==> src/rtl/btn_pkg.sv <==
// Shared constants for the push-button front-end: board channel indices,
// default channel count, counter sizing helper and the auto-repeat state type.
package btn_pkg;

    localparam int BTN_C = 0;
    localparam int BTN_U = 1;
    localparam int BTN_L = 2;
    localparam int BTN_R = 3;
    localparam int BTN_D = 4;
    localparam int N_BTN_DEFAULT = 5;

    typedef enum logic [1:0] {
        REP_IDLE,
        REP_WAIT_FIRST,
        REP_WAIT_NEXT
    } repState_t;

    // Bits needed to hold every value 0..maxVal.
    function automatic int cntWidth(input int maxVal);
        return (maxVal < 1) ? 1 : $clog2(maxVal + 1);
    endfunction

endpackage

==> src/rtl/button_conditioner_if.sv <==
// Button bundle between the pads and the conditioner: raw pad levels in,
// debounced levels and press/release pulses out.
interface button_conditioner_if import btn_pkg::*; #(
    parameter int N_BTN = N_BTN_DEFAULT
);
    logic [N_BTN-1:0] btn_raw;
    logic [N_BTN-1:0] btn_level;
    logic [N_BTN-1:0] btn_press;
    logic [N_BTN-1:0] btn_release;

    modport master (
        output btn_raw,
        input  btn_level,
        input  btn_press,
        input  btn_release
    );

    modport slave (
        input  btn_raw,
        output btn_level,
        output btn_press,
        output btn_release
    );
endinterface

==> src/rtl/debounce_channel.sv <==
// One button: 2-flop synchroniser, debounce counter, registered press/release pulses,
// plus hold-to-repeat press pulses when AUTO_REPEAT_EN is defined.
module debounce_channel import btn_pkg::*; #(
    parameter int DEBOUNCE_CYCLES = 500000
`ifdef AUTO_REPEAT_EN
    ,
    parameter int REPEAT_DELAY    = 50000000,
    parameter int REPEAT_PERIOD   = 10000000
`endif
) (
    input  logic CLK,
    input  logic RST,
    input  logic raw,
    output logic level,
    output logic pressPulse,
    output logic releasePulse
);

    localparam int CNT_W = cntWidth(DEBOUNCE_CYCLES);
    localparam logic [CNT_W-1:0] CNT_LAST = CNT_W'(DEBOUNCE_CYCLES - 1);

    logic             syncQ1;
    logic             syncQ2;
    logic [CNT_W-1:0] cnt;
    logic             levelDly;

    // Any synchronised sample matching the accepted level restarts the count,
    // so only an uninterrupted run of DEBOUNCE_CYCLES mismatches flips the level.
    always_ff @(posedge CLK or posedge RST) begin
        if (RST) begin
            syncQ1       <= 1'b0;
            syncQ2       <= 1'b0;
            cnt          <= '0;
            level        <= 1'b0;
            levelDly     <= 1'b0;
            releasePulse <= 1'b0;
        end else begin
            syncQ1 <= raw;
            syncQ2 <= syncQ1;
            if (syncQ2 == level) begin
                cnt <= '0;
            end else if (cnt == CNT_LAST) begin
                level <= syncQ2;
                cnt   <= '0;
            end else begin
                cnt <= cnt + CNT_W'(1);
            end
            levelDly     <= level;
            releasePulse <= levelDly & ~level;
        end
    end

`ifdef AUTO_REPEAT_EN
    localparam int HOLD_MAX = (REPEAT_DELAY > REPEAT_PERIOD) ? REPEAT_DELAY : REPEAT_PERIOD;
    localparam int HOLD_W   = cntWidth(HOLD_MAX);
    localparam logic [HOLD_W-1:0] HOLD_FIRST = HOLD_W'(REPEAT_DELAY);
    localparam logic [HOLD_W-1:0] HOLD_NEXT  = HOLD_W'(REPEAT_PERIOD);

    repState_t         repState;
    logic [HOLD_W-1:0] holdCnt;

    // holdCnt counts cycles since the last press pulse; a level drop clears it
    // in the same cycle, so a repeat can never land on the release pulse.
    always_ff @(posedge CLK or posedge RST) begin
        if (RST) begin
            repState   <= REP_IDLE;
            holdCnt    <= '0;
            pressPulse <= 1'b0;
        end else if (!level) begin
            repState   <= REP_IDLE;
            holdCnt    <= '0;
            pressPulse <= 1'b0;
        end else if (!levelDly) begin
            repState   <= REP_WAIT_FIRST;
            holdCnt    <= HOLD_W'(1);
            pressPulse <= 1'b1;
        end else begin
            pressPulse <= 1'b0;
            holdCnt    <= holdCnt + HOLD_W'(1);
            case (repState)
                REP_WAIT_FIRST: begin
                    if (holdCnt == HOLD_FIRST) begin
                        pressPulse <= 1'b1;
                        holdCnt    <= HOLD_W'(1);
                        repState   <= REP_WAIT_NEXT;
                    end
                end
                REP_WAIT_NEXT: begin
                    if (holdCnt == HOLD_NEXT) begin
                        pressPulse <= 1'b1;
                        holdCnt    <= HOLD_W'(1);
                    end
                end
                default: begin
                    holdCnt <= '0;
                end
            endcase
        end
    end
`else
    always_ff @(posedge CLK or posedge RST) begin
        if (RST) begin
            pressPulse <= 1'b0;
        end else begin
            pressPulse <= level & ~levelDly;
        end
    end
`endif

endmodule

==> src/rtl/button_conditioner.sv <==
// Debounces N_BTN raw button pads into clean levels and 1-cycle press/release pulses.
// Optional hold-to-repeat press pulses are built when AUTO_REPEAT_EN is defined.
module button_conditioner import btn_pkg::*; #(
    parameter int N_BTN           = N_BTN_DEFAULT,
    parameter int DEBOUNCE_CYCLES = 500000,
    parameter int REPEAT_DELAY    = 50000000,
    parameter int REPEAT_PERIOD   = 10000000
) (
    input  logic                 CLK,
    input  logic                 RST,
    button_conditioner_if.slave  btnIf
);

    // Repeat timing is only consumed by the auto-repeat build, but bad values are rejected in both.
    if (DEBOUNCE_CYCLES < 1 || REPEAT_DELAY < 1 || REPEAT_PERIOD < 1) begin : g_badParams
        $error("button_conditioner: DEBOUNCE_CYCLES, REPEAT_DELAY and REPEAT_PERIOD must be >= 1");
    end

    for (genvar i = 0; i < N_BTN; i++) begin : g_chan
        debounce_channel #(
            .DEBOUNCE_CYCLES (DEBOUNCE_CYCLES)
`ifdef AUTO_REPEAT_EN
            ,
            .REPEAT_DELAY    (REPEAT_DELAY),
            .REPEAT_PERIOD   (REPEAT_PERIOD)
`endif
        ) u_chan (
            .CLK          (CLK),
            .RST          (RST),
            .raw          (btnIf.btn_raw[i]),
            .level        (btnIf.btn_level[i]),
            .pressPulse   (btnIf.btn_press[i]),
            .releasePulse (btnIf.btn_release[i])
        );
    end

endmodule

==> src/flat_wrapper.sv <==
// flat-port wrapper written by rule: the top's interface ports become plain ports
module button_conditioner_flat import btn_pkg::*;
#(
    parameter int N_BTN           = N_BTN_DEFAULT,
    parameter int DEBOUNCE_CYCLES = 500000,
    parameter int REPEAT_DELAY    = 50000000,
    parameter int REPEAT_PERIOD   = 10000000
)
  (CLK, RST, btnIf_btn_raw, btnIf_btn_level, btnIf_btn_press, btnIf_btn_release);
  button_conditioner_if #(.N_BTN(N_BTN)) btnIf_i ();
  input  logic CLK;
  input  logic RST;
  input wire logic [$bits(btnIf_i.btn_raw)-1:0] btnIf_btn_raw;
  output wire logic [$bits(btnIf_i.btn_level)-1:0] btnIf_btn_level;
  output wire logic [$bits(btnIf_i.btn_press)-1:0] btnIf_btn_press;
  output wire logic [$bits(btnIf_i.btn_release)-1:0] btnIf_btn_release;
  assign btnIf_i.btn_raw = btnIf_btn_raw;
  assign btnIf_btn_level = btnIf_i.btn_level;
  assign btnIf_btn_press = btnIf_i.btn_press;
  assign btnIf_btn_release = btnIf_i.btn_release;
  button_conditioner #(.N_BTN(N_BTN), .DEBOUNCE_CYCLES(DEBOUNCE_CYCLES), .REPEAT_DELAY(REPEAT_DELAY), .REPEAT_PERIOD(REPEAT_PERIOD)) u_core (.CLK(CLK), .RST(RST), .btnIf(btnIf_i));
endmodule
==> config.mk <==
export PLATFORM = sky130hd
export DESIGN_NAME = button_conditioner_flat
export DESIGN_NICKNAME = d
export VERILOG_FILES = /design/src/rtl/btn_pkg.sv /design/src/rtl/button_conditioner_if.sv /design/src/rtl/debounce_channel.sv /design/src/rtl/button_conditioner.sv /design/src/flat_wrapper.sv
export SDC_FILE = /design/constraint.sdc
export NUM_CORES = 1
export LEC_CHECK = 0
export ABC_AREA = 1
export BUFFER_PORTS_ARGS = -buffer_cell sky130_fd_sc_hd__buf_2
export CAP_MARGIN = 15
export CORE_MARGIN = 3
export CORE_UTILIZATION = 47
export DETAILED_ROUTE_END_ITERATION = 7
export MAX_ROUTING_LAYER = met4
export PLACE_DENSITY = 0.66
export SYNTH_ARGS = -nofsm -noshare
export SYNTH_HDL_FRONTEND = slang
export SYNTH_SLANG_ARGS = --single-unit
export TNS_END_PERCENT = 20
==> constraint.sdc <==
create_clock -name CLK -period 4 [get_ports CLK]
set_input_delay 0.4 -clock CLK [delete_from_list [all_inputs] [get_ports CLK]]
set_output_delay 0.4 -clock CLK [all_outputs]
set_load 0.01 [all_outputs]
== After elaboration in Yosys (flattened, before gate mapping) ==
Cells that the tools add are included.

* Reduce and logical (&&, ||, !) cells: 5
* $add $sub $neg: 5
* Mux-type cells: 10
* Equality and inequality tests: 10
* Bitwise gates (word level): 25

{| class="wikitable"
|+ Operator list
! operator !! count
|-
| $mux W19 || 10
|-
| $add A19 B1 Y19 const B || 5
|-
| $eq A19 B19 Y1 const B || 5
|-
| $not A1 Y1 || 15
|-
| $and A1 B1 Y1 || 10
|-
| $reduce_and A2 Y1 || 5
|-
| $eq A1 B1 Y1 || 5
|}

* Bits in registers: 125
* Output and inout port bits: 15
* Input port bits: 7
* Word-level logic and storage cells: 90

== Depth between registers and ports, before layout ==
* Depth after elaboration: 3
* Gate-level depth with buffers: 9
* Gate-level depth less buffers: 9

== Modules after synthesis ==
From an unflattened synthesis, not the netlist that was laid out.

* Cells, all modules: 780
* Area total of the unflattened synthesis: 6393.6 um^2

{| class="wikitable"
|+ Modules (own cells, without submodules)
! module !! times used !! seq. area each (um^2) !! area each (um^2) !! cells an instance
|-
| debounce_channel || 5 || 625.6 || 1278.7 || 156
|}

== Least setup slack after synthesis ==
No wires, ideal clock.

* Path type: register -> register
* Start point: register u_core.g_chan[0].u_chan.cnt[0]
* End point: register u_core.g_chan[0].u_chan.cnt[18]
* Stages on the path, launching flop included: 9
* Clock period less this slack: 1.268 ns
* Required time: 3.881 ns
* Setup slack: 2.732 ns
* Buffers on the path: 0
* Setup time: 0.119 ns
* Arrival: 1.149 ns
* Cell sequence: dfrtp_1 -> ha_1 -> nand2_1 -> nor2_1 -> nand2_1 -> nor2_1 -> nand3_1 -> nand3_1 -> nor2_1

* Longest elaborated chain between the ends: 3
* Elaborated cells between the ends (all ways): 4
* Classes of those cells: add/sub: 1; eq/ne: 1; mux: 2

{| class="wikitable"
|+ Ends and longest elaborated chain
! element !! line !! source
|-
| start: declaration || debounce_channel.sv:24 || <nowiki>logic [CNT_W-1:0] cnt;</nowiki>
|-
| start signal: assignment || debounce_channel.sv:46 || <nowiki>cnt <= cnt + CNT_W'(1);</nowiki>
|-
| $add A19 B1 Y19 / $eq A19 B19 Y1 (equally long branches) || debounce_channel.sv:46, debounce_channel.sv:42 ||
|-
| $mux W19 (*) || debounce_channel.sv:42 || <nowiki>end else if (cnt == CNT_LAST) begin</nowiki>
|-
| $mux W19 (*) || debounce_channel.sv:40 || <nowiki>if (syncQ2 == level) begin</nowiki>
|}

Every way passes the cells marked *; elsewhere a longest branch is shown, timed or not.
A chain may end at the register's enable or synchronous reset.

== Worst setup path after layout ==
* Start point: register u_core.g_chan[2].u_chan.cnt[0]
* End point: register u_core.g_chan[2].u_chan.cnt[18]

* Longest elaborated chain between the ends: 3
* Elaborated cells between the ends (all ways): 4
* Classes of those cells: add/sub: 1; eq/ne: 1; mux: 2

{| class="wikitable"
|+ Ends and longest elaborated chain
! element !! line
|-
| start: declaration || debounce_channel.sv:24
|-
| start signal: assignment || debounce_channel.sv:46
|-
| $add A19 B1 Y19 / $eq A19 B19 Y1 (equally long branches) || debounce_channel.sv:46, debounce_channel.sv:42
|-
| $mux W19 (*) || debounce_channel.sv:42
|-
| $mux W19 (*) || debounce_channel.sv:40
|}

Marks and branches as above.

==> impl_metrics.tcl <==
set metrics [dict create \
    status "finished, final reports clean" \
    worst_ep_arrival_time_ns 1.81 \
    yosys.cell_types.count 26 \
    numCtsBuffers 17 \
    power_leakage_nw 3.41 \
    endpoint_kind "flop" \
    dieHeight_um 125 \
    grt_usage_pct 17.8 \
    die_area_mm2 0.0155 \
    antenna_found_initial 0 \
    synth_top_cell_by_area "dfrtp_1" \
    syn_avg_cell_area_um2 7.62 \
    start_util_pct 49.0 \
    postCtsHoldBufs 0 \
    synth_nets 880 \
    grt_pass1_wl_mm 22.3 \
    syn-cell-area_mm2 0.00662 \
    drc_errors 0 \
    power_density_mw_per_mm2 377 \
    critPathSlowestCell "dfrtp_1" \
    crit_fanout 3 \
    port-buffer-count 21 \
    multi_input_area_mm2 0.00294 \
    cpPeakStageDelay_ns 0.40 \
    report.power.total_mw 2.78 \
    finalSetupTns_ns 0 \
    drtIter0Drc 304 \
    clock_skew_ns 0.00488 \
    cts_root_buf "clkbuf_16" \
    cts_tree "built" \
    drt-total-wl_mm 12.6 \
    synth_warnings 0 \
    synthCells 868 \
    r2r-start "u_core.g_chan[2].u_chan.cnt[0]$_DFF_PP0_" \
    vias_per_cell 4.76 \
    maxSlewViolCount 0 \
    required_ns 4.35 \
    pwr-share-comb_pct 2.7 \
    startpoint "u_core.g_chan[2].u_chan.cnt[0]$_DFF_PP0_" \
    firstDrtPassIters 4 \
    overflow 0 \
    drv_cap 0 \
    syn_to_final_growth_pct 11.6 \
    htreeDepth 4 \
    pin_count 22 \
    tightest_slew_ns 0.746 \
    drive_above_1_share_pct 10.2 \
    grt_max_degree 66 \
    nets 901 \
    path_cells "ha_1 > nand2_1 > inv_1 > nand2_1 > nor2_1 > a21oi_1 > nand2_1 > nor2_1" \
    power_frac_seq_pct 46.5 \
    ys_seq_area_share_pct 47.3 \
    setup_violations 0 \
    seq_area_mm2 0.00313 \
    fin_crit_sh_pct 36.6 \
    synth_top_cells_by_area "dfrtp_1, nor2_1, nand2_1, inv_1, nand3_1" \
    p_int_mw 2.12 \
    fmax_mhz 683 \
    hold_violations 0 \
    clock_path_buffers 2 \
    antenna_cells 0 \
    grt_setup_unrepaired "false" \
    clkPwrFrac_pct 50.8 \
    cpMostUsedCell "nand2_1" \
    rows 42 \
    routedWlPerCell_um 11.7 \
    grt_pass1_vias 4946 \
    cp-start-kind "flop" \
    core_mm2 0.0135 \
    hp-class "input port to flop" \
    dpl.hpwl_mm 8.91 \
    synth_seq_cells 125 \
    ant_nets 0 \
    die_w_um 125 \
    utilization_pct 54.7 \
    clk_pin_slew_worst_paths_ns 0.06 \
    hold_start "btnIf_btn_raw[2]" \
    cts_setup_buffers 0 \
    p_sw_share_pct 23.7 \
    relSlewSlack_pct 50.3 \
    numClockSinks 125 \
    clock_latency_ns 0.42 \
    routabilityCongestion 0.863 \
    criticalPathCategory "flop to flop" \
    nFillCells 1279 \
    ir_drop_uv 299 \
    p_sw_mw 0.660 \
    post-route-min-period_ns 1.46 \
    vias 5135 \
    synth_top_area_share_pct 47.3 \
    cts_resized 0 \
]
## kinds of logic after synthesis
logic type / count (synthesis) / share of synthesized area (%)
compound gates: 29 / 2.44
simple gates: 530 / 34.2
flops: 125 / 47.3
xor+xnor: 50 / 6.85
buf+inv: 129 / 8.28
fa+ha+maj: 5 / 0.946
## cell usage after synthesis
cell type    n
nor2_1     226
nand2_1    178
dfrtp_1    125
inv_1      106
nand3_1     69
xor2_1      32
xnor2_1     16
buf_4       15
a21oi_1     14
nor2_2      13
nand2_2     11
nor2_4       8
o21ai_0      8
nand4_1      7
nor3b_1      7
buf_2        6
nor3_1       6
ha_1         5
o21bai_1     5
and2_1       3
inv_2        2
xor2_2       2
a211oi_1     1
a31oi_1      1
nand3_2      1
or2_1        1
## layout make-up
type / count / share of cell area [%]
Tap cell: 176 / 2.98
Inverter: 108 / 5.53
Clock buffer: 19 / 6.00
Multi-Input combinational cell: 614 / 39.8
Timing Repair Buffer: 23 / 1.80
Clock inverter: 13 / 1.49
Sequential cell: 125 / 42.4
## power by group through the flow
stage	combinational, mW	sequential (mW)	clock [mW]
5_1_grt	0.0894	1.29	1.52
2_1_floorplan	0.0561	1.31	0
6_report	0.0756	1.29	1.41
3_3_place_gp	0.0789	1.32	0
3_5_place_dp	0.0794	1.32	0
4_1_cts	0.0800	1.29	1.46
## per-stage QoR
stage	hold slack (ns)	area, um2	std cells	setup WS, ns
detailed placement	0.335	6830	1046	2.54
CTS	0.0658	7380	1078	2.51
floorplan	0.331	6620	868	0.272
finish	0.0860	7380	1078	2.54
global route	0.0687	7380	1078	2.33
global placement	0.335	6830	1046	2.54
## final timing paths
kind                       slack (ns)  cells after the start                                              to
min reg2reg                      0.34                      0        u_core.g_chan[0].u_chan.syncQ2$_DFF_PP0_
min in group asynchronous        0.11                      2  u_core.g_chan[0].u_chan.releasePulse$_DFF_PP0_
max reg2reg                      2.54                      8       u_core.g_chan[2].u_chan.cnt[18]$_DFF_PP0_
min                              0.09                      1        u_core.g_chan[2].u_chan.syncQ1$_DFF_PP0_
max                              2.54                      8       u_core.g_chan[2].u_chan.cnt[18]$_DFF_PP0_
max in group asynchronous        3.11                      3       u_core.g_chan[1].u_chan.cnt[10]$_DFF_PP0_
## layer usage
metal / wire length (um) / part of all wire (%) / global-route usage (%)
met5: 0 / 0 / -
met3: 427 / 3.4 / 4.50
met2: 5900 / 47 / 27.4
met1: 6170 / 49 / 23.3
met4: 127 / 1.0 / 5.48
## flip-flops by register name, indices dropped and copies added, names as in the netlist
register / cells
u_core.g_chan.u_chan.pressPulse: 5
u_core.g_chan.u_chan.level: 5
u_core.g_chan.u_chan.syncQ2: 5
u_core.g_chan.u_chan.syncQ1: 5
u_core.g_chan.u_chan.cnt: 95
u_core.g_chan.u_chan.releasePulse: 5
u_core.g_chan.u_chan.levelDly: 5
## cells in the final DEF, fill, tap and decap left out, types with 6 or more instances in the layout
cell type  count
clkbuf_16     17
nor2_4         8
xor2_1        32
xnor2_1       16
nor2_2        13
inv_1        105
nor3_1         6
nand2_1      178
a21oi_1       14
nand2_2       11
buf_2         21
nand4_1        7
o21ai_0        8
dfrtp_1      125
nor2_1       226
nand3_1       69
nor3b_1        7
## worst max-delay path: cells and delay by family, from the launching register on
kind,cells,cell delay (ns)
DFF,1,0.40
adders and majority gates,1,0.22
buffers and inverters,1,0.08
and+or+nand+nor,5,0.45
AOI/OAI and AO/OA,1,0.24
Power figures use the tool's default switching activity.
